==> config.mk <==
export PLATFORM = sky130hd
export DESIGN_NAME = imem_loader
export DESIGN_NICKNAME = d
export VERILOG_FILES = /design/src/rtl/imem_loader.sv
export SDC_FILE = /design/constraint.sdc
export NUM_CORES = 1
export LEC_CHECK = 0
export ABC_AREA = 1
export BUFFER_PORTS_ARGS = -buffer_cell sky130_fd_sc_hd__buf_2
export CAP_MARGIN = 0
export CORE_ASPECT_RATIO = 0.7
export CORE_UTILIZATION = 40
export DETAILED_ROUTE_END_ITERATION = 12
export MAX_ROUTING_LAYER = met4
export SKIP_LAST_GASP = 1
export SYNTH_ARGS = -nofsm -noshare
export SYNTH_HDL_FRONTEND = slang
export SYNTH_SLANG_ARGS = --single-unit
==> constraint.sdc <==
create_clock -name clk -period 2.66 [get_ports clk]
set_input_delay 0.133 -clock clk [delete_from_list [all_inputs] [get_ports clk]]
set_output_delay 0.133 -clock clk [all_outputs]
set_load 0.01 [all_outputs]
==> src/rtl/imem_loader.sv <==
// imem_loader: streams 32-bit instruction words into a byte-wide,
// little-endian instruction memory, one byte per cycle, low byte first.
// The pipeline is held (busy) while a load is in flight.
//
// Ports:
//   clk, rst_n          clock, asynchronous active-low reset
//   start               one-cycle load request (sampled in IDLE only)
//   base_addr[AW]       byte start address, word-aligned on capture
//   word_count[CW]      number of words to load (0 completes at once)
//   in_valid/in_data    word stream in; in_ready accepts a word
//   mem_we/mem_addr/mem_wdata   byte write port toward the memory
//   busy                pipeline hold while loading
//   done                one-cycle completion pulse
//   checksum[8]         (IMEM_LOADER_CHECKSUM_EN only) mod-256 sum of the
//                       bytes written since the last accepted start
//
// Optional feature macro: IMEM_LOADER_CHECKSUM_EN

module imem_loader #(
    parameter int unsigned DEPTH = 256,
    parameter int unsigned AW    = 8,
    parameter int unsigned CW    = 7
) (
    input  logic          clk,
    input  logic          rst_n,
    input  logic          start,
    input  logic [AW-1:0] base_addr,
    input  logic [CW-1:0] word_count,
    input  logic          in_valid,
    input  logic [31:0]   in_data,
    output logic          in_ready,
    output logic          mem_we,
    output logic [AW-1:0] mem_addr,
    output logic [7:0]    mem_wdata,
    output logic          busy,
`ifdef IMEM_LOADER_CHECKSUM_EN
    output logic [7:0]    checksum,
`endif
    output logic          done
);

    localparam logic [AW-1:0] ADDR_MASK  = AW'(DEPTH - 1);
    localparam logic [AW-1:0] ALIGN_MASK = ~AW'(3);

    typedef enum logic [1:0] {
        S_IDLE  = 2'd0,
        S_WAIT  = 2'd1,
        S_WRITE = 2'd2,
        S_DONE  = 2'd3
    } state_t;

    state_t        state_q, state_d;
    logic [AW-1:0] addr_q;
    logic [CW-1:0] cnt_q;
    logic [1:0]    idx_q;
    logic [31:0]   word_q;
    logic [7:0]    byte_c;

    // Byte of the held word selected by the current byte index
    assign byte_c = 8'(word_q >> {idx_q, 3'b000});

    // State register
    always_ff @(posedge clk or negedge rst_n) begin
        if (!rst_n) begin
            state_q <= S_IDLE;
        end else begin
            state_q <= state_d;
        end
    end

    // Next-state logic
    always_comb begin
        state_d = state_q;
        case (state_q)
            S_IDLE: begin
                if (start) begin
                    state_d = (word_count == '0) ? S_DONE : S_WAIT;
                end
            end
            S_WAIT: begin
                if (in_valid) begin
                    state_d = S_WRITE;
                end
            end
            S_WRITE: begin
                if (idx_q == 2'd3) begin
                    state_d = (cnt_q == CW'(1)) ? S_DONE : S_WAIT;
                end
            end
            S_DONE: begin
                state_d = S_IDLE;
            end
            default: begin
                state_d = S_IDLE;
            end
        endcase
    end

    // Output decode from registered state and datapath only
    always_comb begin
        in_ready  = 1'b0;
        mem_we    = 1'b0;
        mem_addr  = '0;
        mem_wdata = '0;
        busy      = 1'b0;
        done      = 1'b0;
        case (state_q)
            S_WAIT: begin
                in_ready = 1'b1;
                busy     = 1'b1;
            end
            S_WRITE: begin
                mem_we    = 1'b1;
                mem_addr  = addr_q;
                mem_wdata = byte_c;
                busy      = 1'b1;
            end
            S_DONE: begin
                done = 1'b1;
            end
            default: begin
                in_ready = 1'b0;
            end
        endcase
    end

    // Address, remaining count, byte index and word holding register
    always_ff @(posedge clk or negedge rst_n) begin
        if (!rst_n) begin
            addr_q <= '0;
            cnt_q  <= '0;
            idx_q  <= '0;
            word_q <= '0;
        end else begin
            case (state_q)
                S_IDLE: begin
                    if (start && (word_count != '0)) begin
                        addr_q <= base_addr & ALIGN_MASK;
                        cnt_q  <= word_count;
                    end
                end
                S_WAIT: begin
                    if (in_valid) begin
                        word_q <= in_data;
                        idx_q  <= '0;
                    end
                end
                S_WRITE: begin
                    // Address wraps modulo DEPTH; oversized loads overwrite silently
                    addr_q <= (addr_q + AW'(1)) & ADDR_MASK;
                    idx_q  <= idx_q + 2'd1;
                    if (idx_q == 2'd3) begin
                        cnt_q <= cnt_q - CW'(1);
                    end
                end
                default: begin
                    addr_q <= addr_q;
                end
            endcase
        end
    end

`ifdef IMEM_LOADER_CHECKSUM_EN
    // Running byte sum; cleared by any accepted start, held after completion
    always_ff @(posedge clk or negedge rst_n) begin
        if (!rst_n) begin
            checksum <= '0;
        end else if ((state_q == S_IDLE) && start) begin
            checksum <= '0;
        end else if (state_q == S_WRITE) begin
            checksum <= checksum + byte_c;
        end
    end
`endif

endmodule
==> flow_summary.toml <==
[detailed_routing]
drtAntennaViolNets = 0
dr.pass1.iters = 4
routed_wl_um = 6340
drt_iter0_drc = 126
drc = 0
viasPerCell = 4.72
vias = 2376
wl_per_cell_um = 12.6

[critical_path]
cp_cell_sequence = "clkinv_1 > nor2_1 > o21ai_0 > a21oi_1 > buf_2"
start_kind = "flop"
cp.arrival_ps = 1860
crit_required_ps = 2530
worstSetupEndpointType = "primary output"
crit_path_top_delay_cell = "dfrtp_1"
max_stage_delay_ps = 590
cp.buffers_inverters = 2
r2r_cells = 9
cp.depth = 5
crit_type = "flop to primary output"
crit_family = "flip-flops"
cp_max_fo = 10

[hold_path]
whs_path_depth = 2
hold_path_class = "primary input to flop"

[global_routing]
grt_pass1_vias = 2245
globalRouteOverflowTotal = 0
grt_max_degree = 36
grt_usage_pct = 18.8
antenna_found_initial = 0
grt_pass1_wl_um = 10400

[clocking]
cts-htree-levels = 2
cts_tree = "done"
cts_root_buf = "clkbuf_8"
clock_latency_ps = 300
cts_buffers = 5
clock_path_buffers = 2
path_clk_slew_ps = 90
clock-sinks = 51

[logic_synthesis]
yosysWarnings = 0
syn_nets = 397
netlist_instances = 337
avgSynthCellArea_sq_um = 8.39
synth.distinct_cells = 23
yosysSeqAreaShare_pct = 45.1
ys_ff_latch = 51
syn_area_sq_mm = 0.00283

[floorplan]
row_count = 25
die_width_um = 102
start_util_pct = 41.7
core-area_sq_mm = 0.00679
ios = 71
dieHeight_um = 72.3
dieArea_sq_mm = 0.00742

[timing]
post-route-period-util_pct = 74.8
tns_ps = 0
hold_viol_final = 0
slew_headroom_pct = 45.9
rsz0062_at_grt = "false"
maxSlewViolCount = 0
min_period_ps = 1990
skew_ps = 6.32
setup_viol = 0
timing.fmax_mhz = 503
tightest_slew_ps = 812

[run_status]
status = "completed"

[power]
leakagePower_nw = 1.77
p_per_area_mw_per_mm2 = 1090
finalPower_mw = 3.71
vdd_ir_drop_max_mv = 0.439

[finish]
post-route-util_pct = 50.0
drive_gt1_share_pct = 30.6
syn2layout_area_growth_pct = 20.1
n_antenna_cell = 0
num-nets-final = 469
design_area_sq_mm = 0.00340

[placed_design]
place_congestion = 0.799
port_buffers = 68
placed_area_sq_mm = 0.00328
dpl.hpwl_um = 4730

[flow_run]
cap_violations = 0
-- repair_timing --
item / CTS / global route
gates resized for setup: 0 / 0
setup buffers: 0 / 0
hold buffers: 1 / 0
hold endpoints to repair: 33 / 0
endpoints found under the setup margin: 0 / 0
-- where the power goes --
part / total [mW] / switching, mW / internal (mW)
clock: 0.529 / 0.253 / 0.275
combinational: 1.76 / 1.01 / 0.750
sequential: 1.42 / 0.256 / 1.16
-- through the flow --
step | worst slack [ps] | instances | hold slack, ps
after floorplan | 1130 | 337 | -163
after CTS | 691 | 503 | 42.0
after detailed placement | 759 | 495 | 285
final | 671 | 503 | 57.2
after global routing | 420 | 503 | 33.6
after global placement | 786 | 495 | 281
-- cell families after synthesis --
logic type	Yosys count	synth area share, %
muxes	32	12.7
and+or+nand+nor	153	22.3
AOI/OAI and AO/OA	50	9.51
buffers and inverters	42	6.33
DFF	51	45.1
adders and majority gates	9	3.98
-- cell usage in the layout (no fill, tap or decap) --
cell           count
a21oi_1           13
a21oi_2            2
buf_2             68
buf_4              8
bufinv_16          1
clkbuf_8           5
clkinv_1           1
clkinvlp_4         1
dfrtp_1           51
dlygate4sd3_1      1
ha_1               9
inv_1             28
inv_2              1
mux2_2            32
nand2_1           74
nand2_2            1
nand2_4            1
nand3_1           24
nand3b_1           1
nand4_1            2
nor2_1            48
nor2_2             1
o21ai_0           32
o21ai_2            3
or2_4              1
-- layer usage --
| layer | routed length [um] | share of wire (%) | GRT usage [%] |
|---|---|---|---|
| met5 | 0 | 0 | - |
| met3 | 253 | 4.0 | 4.53 |
| met4 | 51 | 0.81 | 3.81 |
| met1 | 3360 | 53 | 26.5 |
| met2 | 2670 | 42 | 27.3 |
-- synthesized netlist by cell type, drive strengths merged --
cell | number | area share (%)
nand3 | 24 | 4.2
ha | 9 | 4.0
mux2 | 32 | 13
a21oi | 15 | 2.9
nand4 | 2 | 0.44
nand2 | 76 | 10
nand3b | 1 | 0.27
dfrtp | 51 | 45
buf | 10 | 2.1
or2 | 1 | 0.31
o21ai | 35 | 6.6
inv | 29 | 3.8
clkinv | 1 | 0.13
clkbuf | 2 | 0.27
nor2 | 49 | 6.6
-- sequential cells by signal (all words and copies together), names as in the netlist --
name	cells
cnt_q	7
addr_q	8
idx_q	2
word_q	32
state_q	2
-- path summary, 6_finish.rpt --
kind	from	endpoint	slack [ps]
max in group asynchronous	rst_n	cnt_q[6]	1550
hold / removal	in_data[21]	word_q[21]	60
hold reg to reg	cnt_q[1]	cnt_q[1]	510
setup reg to reg	state_q[0]	cnt_q[4]	760
setup / recovery	idx_q[1]	mem_wdata[7]	670
min in group asynchronous	rst_n	word_q[4]	460
-- layout make-up --
type | count | area (sq um)
Clock buffer | 5 | 68.8
Timing Repair Buffer | 77 | 410
Sequential cell | 51 | 1280
Clock inverter | 2 | 37.5
Fill cell | 700 | 3390
Inverter | 30 | 113
Multi-Input combinational cell | 244 | 1370
Tap cell | 94 | 118
Power figures use the tool's default switching activity.
